## src/rtl/seq_shift_pkg.sv

```systemverilog
// Shared types and constants for the sequential shift unit.
package seq_shift_pkg;

    typedef enum logic [1:0] {
        MODE_LOGIC  = 2'b00,
        MODE_ROT    = 2'b01,
        MODE_ARITH  = 2'b10,
        MODE_SERIAL = 2'b11
    } mode_t;

    localparam logic DIR_LEFT  = 1'b0;
    localparam logic DIR_RIGHT = 1'b1;

    typedef enum logic [0:0] {
        ST_IDLE  = 1'b0,
        ST_SHIFT = 1'b1
    } state_t;

endpackage

```

## src/rtl/seq_shift_unit_shift_step.sv

```systemverilog
// Combinational single-position shift: left moves toward MSB, right toward LSB.
module shift_step
    import seq_shift_pkg::*;
#(
    parameter int WIDTH = 8
) (
    input  logic [WIDTH-1:0] word,
    input  logic             dir,
    input  logic             fill,
    output logic [WIDTH-1:0] shifted,
    output logic             out_bit
);

    always_comb begin
        shifted = '0;
        out_bit = 1'b0;
        if (dir == DIR_LEFT) begin
            shifted = {word[WIDTH-2:0], fill};
            out_bit = word[WIDTH-1];
        end else begin
            shifted = {fill, word[WIDTH-1:1]};
            out_bit = word[0];
        end
    end

endmodule

```

## src/rtl/seq_shift_unit.sv

```systemverilog
// Multi-step shift register: parallel load, then amt single-bit steps under a
// start/busy/done handshake in logical, rotate, arithmetic or serial-in mode.
module seq_shift_unit
    import seq_shift_pkg::*;
#(
    parameter int WIDTH = 8,
    parameter int AMT_W = $clog2(WIDTH + 1)
) (
    input  logic             clk,
    input  logic             rst,
    input  logic             load,
    input  logic [WIDTH-1:0] d,
    input  logic             start,
    input  logic             dir,
    input  logic [1:0]       mode,
    input  logic [AMT_W-1:0] amt,
    input  logic             sin,
    output logic [WIDTH-1:0] q,
    output logic             sout,
    output logic             busy,
    output logic             done
);

    state_t           state;
    logic [AMT_W-1:0] cnt;
    logic             dir_r;
    mode_t            mode_r;
    logic             fill;
    logic [WIDTH-1:0] q_next;
    logic             out_next;

    // Fill for the vacated end, taken from the operation's latched controls.
    // Rotate uses the outgoing bit directly from q to keep fill independent of the step output.
    always_comb begin
        fill = 1'b0;
        unique case (mode_r)
            MODE_LOGIC:  fill = 1'b0;
            MODE_ROT:    fill = (dir_r == DIR_LEFT) ? q[WIDTH-1] : q[0];
            MODE_ARITH:  fill = (dir_r == DIR_RIGHT) ? q[WIDTH-1] : 1'b0;
            MODE_SERIAL: fill = sin;
            default:     fill = 1'b0;
        endcase
    end

    shift_step #(
        .WIDTH(WIDTH)
    ) u_step (
        .word   (q),
        .dir    (dir_r),
        .fill   (fill),
        .shifted(q_next),
        .out_bit(out_next)
    );

    always_ff @(posedge clk or posedge rst) begin
        if (rst) begin
            state  <= ST_IDLE;
            q      <= '0;
            sout   <= 1'b0;
            busy   <= 1'b0;
            done   <= 1'b0;
            cnt    <= '0;
            dir_r  <= DIR_LEFT;
            mode_r <= MODE_LOGIC;
        end else begin
            done <= 1'b0;
            unique case (state)
                ST_IDLE: begin
                    if (load) begin
                        q <= d;
                    end else if (start) begin
                        if (amt == '0) begin
                            done <= 1'b1;
                        end else begin
                            dir_r  <= dir;
                            mode_r <= mode_t'(mode);
                            cnt    <= amt;
                            busy   <= 1'b1;
                            state  <= ST_SHIFT;
                        end
                    end
                end
                ST_SHIFT: begin
                    q    <= q_next;
                    sout <= out_next;
                    cnt  <= cnt - AMT_W'(1);
                    if (cnt == AMT_W'(1)) begin
                        busy  <= 1'b0;
                        done  <= 1'b1;
                        state <= ST_IDLE;
                    end
                end
                default: state <= ST_IDLE;
            endcase
        end
    end

endmodule

```

## config.mk

```make
export PLATFORM = sky130hd
export DESIGN_NAME = seq_shift_unit
export DESIGN_NICKNAME = d
export VERILOG_FILES = /design/src/rtl/seq_shift_pkg.sv /design/src/rtl/seq_shift_unit_shift_step.sv /design/src/rtl/seq_shift_unit.sv
export SDC_FILE = /design/constraint.sdc
export NUM_CORES = 1
export LEC_CHECK = 0
export CAP_MARGIN = 0
export CELL_PAD_IN_SITES_DETAIL_PLACEMENT = 0
export CELL_PAD_IN_SITES_GLOBAL_PLACEMENT = 1
export CORE_ASPECT_RATIO = 1.75
export CORE_MARGIN = 4
export CORE_UTILIZATION = 39
export DETAILED_ROUTE_END_ITERATION = 8
export PLACE_DENSITY = 0.89
export SYNTH_ARGS = -nofsm -noshare
export SYNTH_HDL_FRONTEND = slang
export SYNTH_SLANG_ARGS = --single-unit
```

## constraint.sdc

```tcl
create_clock -name clk -period 2.1 [get_ports clk]
set_input_delay 0.315 -clock clk [delete_from_list [all_inputs] [get_ports clk]]
set_output_delay 0.315 -clock clk [all_outputs]
set_load 0.01 [all_outputs]
```

==> results.json <==
{
  "status": "completed",
  "required_ps": 1780,
  "rsz0062_at_grt": "false",
  "synth_flop_cell": "dfrtp_1",
  "die_h_um": 78.5,
  "cts_buffer_depth": 2,
  "clock_latency_ps": 250,
  "holdCritPathClass": "input pin to asynchronous set/reset pin",
  "ff2ff_setup_slack_ps": 680,
  "cp_slowest_cell": "clkdlybuf4s50_1",
  "cts.sinks": 19,
  "cts-buffers-inserted": 3,
  "antenna_found_initial": 0,
  "power_density_nw_per_um2": 1340,
  "worstRegToRegCells": 3,
  "diodes": 0,
  "initial_utilization_pct": 40.6,
  "fin_worst_skew_ps": 1.62,
  "synth-edff-count": 0,
  "grt_pass1_wl_um": 4000,
  "syn_avg_cell_area_um2": 10.8,
  "num_vias": 889,
  "netSwitchingFraction_pct": 37.4,
  "start_kind": "flop",
  "clock.fmax_mhz": 631,
  "dpl_cell_area_um2": 1430,
  "slowest_delay_ps": 570,
  "hold_ws_ps": 478,
  "die_w_um": 48.3,
  "ys_top_cells_by_area": "dfrtp_1 43%, mux2i_1 8.1%, a211oi_1 4.8%, a21oi_1 4.5%, nor2b_1 4.5%",
  "synthesis.nets": 124,
  "critical_path_peak_fanout": 6,
  "core_um2": 2720,
  "async_reset_ff_share_pct": 100,
  "wl_um": 2420,
  "holdBufCountCts": 0,
  "r2r-end": "cnt[3]",
  "htree_levels": 1,
  "p_leak_nw": 0.616,
  "cts_resized": 0,
  "end_kind": "output pin",
  "post-route-period-util_pct": 75.4,
  "layout-area-overhead-vs-synth_pct": 33.4,
  "crit_buf_inv": 1,
  "relSlewSlack_pct": 51.4,
  "path_cells": "clkdlybuf4s50_1",
  "p_seq_share_pct": 41.0,
  "drt_iter0_markers": 19,
  "global_route.usage.met1_pct": 17.0,
  "rows": 25,
  "worst_pin_slew_ps": 728,
  "cts_tree": "built",
  "busiest_layer": "met2",
  "dp.final_hpwl_um": 1860,
  "first_global_vias": 908,
  "synthDominantCellAreaShare_pct": 43.0,
  "drive_above_1_share_pct": 11.3,
  "pin_count": 31,
  "grt_max_degree": 20,
  "r2r-start": "state",
  "post_cts.repair.setup_buffers": 0,
  "dr.pass1.iters": 3,
  "synth_seq_area_share_pct": 43.0,
  "ys_warn_count": 0,
  "final_nets": 156,
  "clkTransAtPathRegs_ps": 70,
  "stdcell_count": 160,
  "final_hold_viol_count": 0,
  "viasPerCell": 5.56,
  "postLayoutCellArea_um2": 1480,
  "p_switching_uw": 738,
  "synth_area_leader_cell": "dfrtp_1",
  "synth_area_um2": 1110,
  "synth-seq-cells": 19,
  "use_met2_pct": 24.5,
  "cp.arrival_ps": 1270,
  "drcViolationCount": 0,
  "die-area_um2": 3790,
  "detail-route-antenna-nets": 0,
  "p_int_mw": 1.23,
  "peakVddDrop_mv": 0.735,
  "slew_viol_final": 0,
  "wl_per_cell_um": 15.1,
  "finalSetupTns_ps": 0,
  "synth_common_cells": "19 x dfrtp_1, 10 x a21oi_1, 9 x mux2i_1",
  "clkPwrFrac_pct": 13.0,
  "critPathTopFamily": "buffers and inverters",
  "grt_util_met3_pct": 2.29,
  "setup_viol": 0,
  "dp_cells": 156,
  "gr-usage-all-layers_pct": 14.4,
  "critPathKind": "flop to output pin",
  "place_congestion": 0.847,
  "synthCells": 102,
  "synth_cell_type_count": 33,
  "synth.most_common_cell": "dfrtp_1",
  "p_comb_share_pct": 46.1,
  "overflow": 0,
  "max_cap_viol_count": 0,
  "fin_crit_ps": 1580,
  "io_buffers": 30,
  "ctsRootBufferMaster": "clkbuf_8"
}
## flip-flops by register name (all words and copies together), names as in the netlist
register  cells
done          1
sout          1
q             8
cnt           4
mode_r        2
state         1
busy          1
dir_r         1
## stage by stage
stage          power, mW  utilization (%)  worst slack (ps)
3_3_place_gp        1.71             52.5               329
6_report            1.97             54.2               516
5_1_grt             2.14             54.2               468
4_1_cts             1.99             54.2               506
3_5_place_dp        1.73             52.5               280
2_1_floorplan       1.37                -               842
## kinds of logic (layout without fill, tap and decap cells)
group           after synthesis  count (layout)  synth area share (%)
xor+xnor                      1               1                 0.792
fa+ha+maj                     2               2                  2.26
buf+inv                       9              40                  3.73
flops                        19              19                  43.0
simple gates                 27              27                  18.7
compound gates               30              30                  17.3
mux                          14              14                  14.3
## placed cells by master, fill, tap and decap left out, drive strengths merged, types with 3 or more instances in the layout
master	count
a211oi	7
a21oi	10
a22oi	3
clkbuf	3
clkdlybuf4s50	30
dfrtp	19
inv	4
mux2	5
mux2i	9
nand2	4
nor2b	8
nor3	4
o21ai	4
## area by class of cell
type / instances / area (um^2)
clock buffers: 3 / 41.3
clock inverters: 1 / 5.00
fillers: 246 / 1250
inverters: 4 / 15.0
multi-input cells: 74 / 589
flip-flops and latches: 19 / 475
well taps: 27 / 33.8
repair buffers: 32 / 315
## worst max path at each step
stage | slack [ps] | endpoint | depth (start not counted) | startpoint
after CTS | 510 | q[7] | 1 | q[7]
after global routing | 470 | q[7] | 1 | q[7]
final | 520 | q[7] | 1 | q[7]
after global placement | 330 | mode_r[1] | 4 | load
after detailed placement | 280 | mode_r[1] | 4 | load
after floorplan | 840 | dir_r | 3 | state
## power by group through the flow
stage	Combinational, mW	Clock, mW	Sequential, mW
after detailed placement	0.917	0	0.818
after global routing	1.02	0.276	0.846
after floorplan	0.615	0	0.751
final	0.909	0.256	0.808
after CTS	0.922	0.258	0.812
after global placement	0.891	0	0.814
## per-layer routing
layer | wire, um | up-vias
li1 | - | 438
met1 | 961 | 426
met2 | 1330 | 21
met3 | 97 | 4
met4 | 30 | 0
met5 | 0 | -
Note: power is estimated with default switching activity, not from simulation.
